$ cat src/rtl/afifo_pkg.sv
// Shared helpers for the asynchronous FIFO write and read controllers:
// Gray/binary conversion and the pointer-width rule.
package afifo_pkg;

  // Widest pointer the helpers handle. Narrower pointers are zero-extended
  // on the way in and truncated on the way out, which is exact for both
  // conversions because leading zeros map to leading zeros.
  localparam int GRAY_MAX_W = 32;

  typedef logic [GRAY_MAX_W-1:0] ptr_word_t;

  // Pointers carry one extra bit beyond the RAM address so that the
  // full and empty conditions can be told apart.
  function automatic int ptr_width(input int addr_width);
    return addr_width + 1;
  endfunction

  function automatic ptr_word_t bin2gray(input ptr_word_t b);
    return b ^ (b >> 1);
  endfunction

  // Each binary bit is the XOR of all Gray bits at and above it.
  function automatic ptr_word_t gray2bin(input ptr_word_t g);
    ptr_word_t b;
    b = g;
    for (int i = 1; i < GRAY_MAX_W; i++) begin
      b = b ^ (g >> i);
    end
    return b;
  endfunction

endpackage

$ cat src/rtl/ptr_sync.sv
// Generic multi-stage synchronizer for Gray-coded pointers crossing clock
// domains. The stages reset to zero asynchronously.
module ptr_sync #(
  parameter int WIDTH  = 1,
  parameter int STAGES = 2
) (
  input  logic             clk,
  input  logic             rst_n,
  input  logic [WIDTH-1:0] d,
  output logic [WIDTH-1:0] q
);

  (* ASYNC_REG = "TRUE", keep = "true" *) logic [WIDTH-1:0] sync_q [STAGES];

  // Shift the incoming pointer through the synchronizer chain.
  always_ff @(posedge clk or negedge rst_n) begin
    if (!rst_n) begin
      for (int i = 0; i < STAGES; i++) begin
        sync_q[i] <= '0;
      end
    end else begin
      sync_q[0] <= d;
      for (int i = 1; i < STAGES; i++) begin
        sync_q[i] <= sync_q[i-1];
      end
    end
  end

  assign q = sync_q[STAGES-1];

endmodule

$ cat src/rtl/afifo_wr_ctrl.sv
// Write-side controller of the asynchronous FIFO. Drives the RAM write port,
// keeps the binary and Gray write pointers, synchronizes the read pointer
// into wr_clk and produces full, almost_full, level and overflow status.
module afifo_wr_ctrl
  import afifo_pkg::*;
#(
  parameter int DEPTH        = 16,
  parameter int ADDR_WIDTH   = $clog2(DEPTH),
  parameter int SYNC_STAGES  = 2,
  parameter int AFULL_THRESH = DEPTH - 2
) (
  input  logic                  wr_clk,
  input  logic                  rst_n,
  input  logic                  wr_req,
  input  logic [ADDR_WIDTH:0]   rd_ptr_gray,
  output logic                  ram_wr_en,
  output logic [ADDR_WIDTH-1:0] ram_wr_addr,
  output logic [ADDR_WIDTH:0]   wr_ptr_gray,
  output logic                  full,
  output logic                  almost_full,
  output logic [ADDR_WIDTH:0]   wr_level,
  output logic                  overflow
);

  localparam int PTR_W = ptr_width(ADDR_WIDTH);

  // The write pointer is exactly one lap ahead of the read pointer when the
  // two top Gray bits are inverted and the rest match. Building this as a
  // mask keeps the compare valid for the two-bit pointers of DEPTH=2.
  localparam logic [PTR_W-1:0] FULL_MASK = PTR_W'(3) << (PTR_W - 2);
  localparam logic [PTR_W-1:0] AFULL_LVL = PTR_W'(AFULL_THRESH);

  if (DEPTH < 2 || (DEPTH & (DEPTH - 1)) != 0) begin : g_bad_depth
    $error("afifo_wr_ctrl: DEPTH must be a power of 2 and at least 2");
  end
  if (ADDR_WIDTH != $clog2(DEPTH)) begin : g_bad_addr_width
    $error("afifo_wr_ctrl: ADDR_WIDTH must equal clog2(DEPTH)");
  end
  if (SYNC_STAGES < 2) begin : g_bad_sync
    $error("afifo_wr_ctrl: SYNC_STAGES must be at least 2");
  end
  if (AFULL_THRESH < 1 || AFULL_THRESH > DEPTH) begin : g_bad_afull
    $error("afifo_wr_ctrl: AFULL_THRESH must lie in 1..DEPTH");
  end

  logic [PTR_W-1:0] wr_bin;
  logic [PTR_W-1:0] wr_bin_next;
  logic [PTR_W-1:0] wr_gray_next;
  logic [PTR_W-1:0] rd_gray_s;
  logic [PTR_W-1:0] rd_bin_s;
  logic [PTR_W-1:0] level_next;
  logic             accept;
  logic             full_next;

  // Only the Gray-coded read pointer crosses into wr_clk.
  ptr_sync #(
    .WIDTH  (PTR_W),
    .STAGES (SYNC_STAGES)
  ) u_rd_sync (
    .clk   (wr_clk),
    .rst_n (rst_n),
    .d     (rd_ptr_gray),
    .q     (rd_gray_s)
  );

  // Next pointer values and status derived from this cycle's write and the
  // synchronized read pointer; a stale read pointer only over-reports level.
  always_comb begin
    accept       = wr_req & ~full;
    wr_bin_next  = wr_bin + PTR_W'(accept);
    wr_gray_next = PTR_W'(bin2gray(ptr_word_t'(wr_bin_next)));
    rd_bin_s     = PTR_W'(gray2bin(ptr_word_t'(rd_gray_s)));
    level_next   = wr_bin_next - rd_bin_s;
    full_next    = (wr_gray_next == (rd_gray_s ^ FULL_MASK));
  end

  assign ram_wr_en   = accept;
  assign ram_wr_addr = wr_bin[ADDR_WIDTH-1:0];

  // Register the pointers and all status outputs.
  always_ff @(posedge wr_clk or negedge rst_n) begin
    if (!rst_n) begin
      wr_bin      <= '0;
      wr_ptr_gray <= '0;
      full        <= 1'b0;
      almost_full <= 1'b0;
      wr_level    <= '0;
      overflow    <= 1'b0;
    end else begin
      wr_bin      <= wr_bin_next;
      wr_ptr_gray <= wr_gray_next;
      full        <= full_next;
      almost_full <= (level_next >= AFULL_LVL);
      wr_level    <= level_next;
      overflow    <= wr_req & full;
    end
  end

endmodule

$ cat config.mk
export PLATFORM = sky130hd
export DESIGN_NAME = afifo_wr_ctrl
export DESIGN_NICKNAME = d
export VERILOG_FILES = /design/src/rtl/afifo_pkg.sv /design/src/rtl/ptr_sync.sv /design/src/rtl/afifo_wr_ctrl.sv
export SDC_FILE = /design/constraint.sdc
export NUM_CORES = 1
export LEC_CHECK = 0
export BUFFER_PORTS_ARGS = -buffer_cell sky130_fd_sc_hd__buf_4
export CORE_MARGIN = 1
export CORE_UTILIZATION = 28
export DETAILED_ROUTE_END_ITERATION = 16
export PLACE_DENSITY = 0.57
export SLEW_MARGIN = 20
export SYNTH_ARGS = -nofsm -noshare
export SYNTH_HDL_FRONTEND = slang
export SYNTH_SLANG_ARGS = --single-unit
$ cat constraint.sdc
create_clock -name wr_clk -period 3.7 [get_ports wr_clk]
set_clock_uncertainty 0.2 [all_clocks]
set_input_delay 0.555 -clock wr_clk [delete_from_list [all_inputs] [get_ports wr_clk]]
set_output_delay 0.555 -clock wr_clk [all_outputs]
set_load 0.02 [all_outputs]
==> metrics.cfg <==
[status]
status = completed

[final_layout]
nNetsFinal = 134
drive_gt1_share_pct = 28.8
fillers = 410
final_area_sq_um = 1510
area_growth_pct = 24.5
diodes = 0

[flow_run]
drv_cap = 0

[grt]
grt.total_usage_pct = 10.4
grt_pass1_wl_um = 3480
grt_overflow = 0
antenna_found_initial = 0
first_global_vias = 739
grt_max_degree = 28

[routing]
routedWlPerCell_um = 12.3
via_count = 730
routed_wl_um = 2060
dr.pass1.iters = 4
dr.first_iter.drc_count = 9
routed_via_density = 4.35
ant_nets = 0
drc_errors = 0

[synth]
yosysWarnings = 0
yosysMostFrequentCell = dfrtp_1
synth_area_leader_cell = dfrtp_1
synth.area.top_cells = dfrtp_1 (56%), xnor2_1 (9.4%), ha_1 (6.2%)
syn_nets = 105
synth_cell_type_count = 31
netlist.area_leader.share_pct = 55.7
synthArstFlopShare_pct = 100
synth_area_sq_um = 1210
synthCells = 90
synth_ff_type = dfrtp_1
avgSynthCellArea_sq_um = 13.5
ys_seq_area_share_pct = 55.7
netlist_top_cells_count = dfrtp_1 (27), xnor2_1 (13), inv_1 (7)
synth-edff-count = 0
synth_seq_cells = 27

[die]
start_util_pct = 29.7
die_h_um = 67.8
core_area_sq_um = 4090
die-area_sq_um = 4600
io_pins = 26
rows = 23
die_x_um = 67.8

[cts]
insertion_delay_ns = 0.27
cts.sinks = 27
cts_hold_buffers = 1
clock_path_buffers = 2
clk_pin_slew_ns = 0.10
cts_root_buffer = clkbuf_8
cts.htree.levels = 1
postCtsSetupRepairBufs = 0
numCtsBuffers = 3
cts-resized-gates = 0
cts_tree = yes

[hold_path]
whs_path_depth = 0
holdCritPathClass = reg2reg

[critical_path]
startpoint_type = flop
cp_max_fo = 3
ff2ff_path_depth = 10
crit_type = reg2reg
max_stage_delay_ns = 0.42
crit_path_top_delay_cell = dfrtp_1
crit_arrival_ns = 2.83
cp_cell_sequence = xnor2_2, xor2_2, xor2_1, xnor2_1, ha_1, fa_1, nand2b_1, a21boi_0, or3_1, o311ai_0
end_kind = flop
crit_family = XOR/XNOR gates
required_ns = 3.64
crit_cells = 10
cp_num_buf_inv = 0

[sta]
setup_viol = 0
fin_tns_setup_ns = 0
holdWs_ns = 0.153
slew-limit-headroom_pct = 74.4
tightest_slew_ns = 0.382
fmax_mhz = 346
slew_viol_final = 0
hold_viol = 0
rsz0062_at_grt = no
layout_worst_path_cycle_share_pct = 78.1
finalCriticalPeriod_ns = 2.89

[placed_design]
port_buffers = 25
post-dp-hpwl_um = 1590
placed_cell_area_sq_um = 1450
globalplace.congestion = 0.757

[pwr]
ir_worst_vdd_mv = 0.372
p_per_area_nw_per_um2 = 998
leakagePower_uw = 0.000706

==> power breakdown <==
group	internal (uW)	switching [uW]	total, uW	leakage, uW
Sequential	402	76.3	478	0.000320
Clock	75.4	91.4	167	0.0000255
Combinational	408	452	860	0.000361
Total	886	619	1510	0.000706
==> state kept, by name (all words and copies together), names as in the netlist <==
register and count:
almost_full 1, wr_bin 5, wr_level 5, overflow 1
full 1, wr_ptr_gray 4, u_rd_sync.q 5, u_rd_sync.sync_q 5
==> final timing paths <==
path / startpoint / endpoint / slack (ns)
worst max-delay path: u_rd_sync.q[4] / almost_full / 0.81
max in group asynchronous: rst_n / wr_bin[4] / 2.51
min in group asynchronous: rst_n / u_rd_sync.q[0] / 0.52
worst min register to register: u_rd_sync.sync_q[7] / u_rd_sync.q[2] / 0.15
worst min-delay path: u_rd_sync.sync_q[7] / u_rd_sync.q[2] / 0.15
worst max register to register: u_rd_sync.q[4] / almost_full / 0.81
==> metal layers <==
| layer | global-route usage, % | share of wire (%) |
|---|---|---|
| met2 | 16.8 | 47 |
| met3 | 2.20 | 6.0 |
| met4 | 3.91 | 1.3 |
| met1 | 13.5 | 46 |
| met5 | 0 | 0 |
==> cells by family after synthesis <==
group	after synthesis	synth area share, %
buffers and inverters	9	2.99
DFF	27	55.7
and+or+nand+nor	17	9.08
AOI/OAI and AO/OA	9	5.57
xor gates and xnor gates	21	18.8
adders and majority gates	7	7.84
==> layout by cell type (no fill, tap or decap), drive strengths merged, types with 2 or more instances in the layout <==
cell and count:
a21boi 2, buf 25, xnor2 14, nand2 3
xor2 5, inv 7, dfrtp 27, o21ai 2
nor2b 3, nand2b 2, ha 6, clkbuf 3
==> worst register-to-register path: cells and delay by family (launching register included) <==
family                   cells  cell delay, ns
XOR/XNOR                     4            0.90
AO/OA/AOI/OAI                2            0.33
flip-flops                   1            0.42
adder cells (fa/ha/maj)      2            0.61
AND/OR/NAND/NOR              2            0.31
==> final cells by class <==
type	instances	area (sq um)	share of cell area, %
multi-input combinational	54	500	33.2
clock buffer	3	41.3	2.74
tap	50	62.6	4.15
inverter	7	26.3	1.74
sequential	27	676	44.8
clock inverter	1	5.00	0.332
timing repair buffer	26	198	13.1
==> through the flow <==
step	utilization [%]	power [uW]	worst slack (ns)	cells
final	36.9	1510	0.810	168
after global routing	36.9	1620	0.611	168
after detailed placement	35.5	1350	0.592	163
after global placement	35.5	1340	0.773	163
after CTS	36.9	1520	0.780	168
after floorplan	-	1090	0.733	90
(Power assumes the default switching activity.)
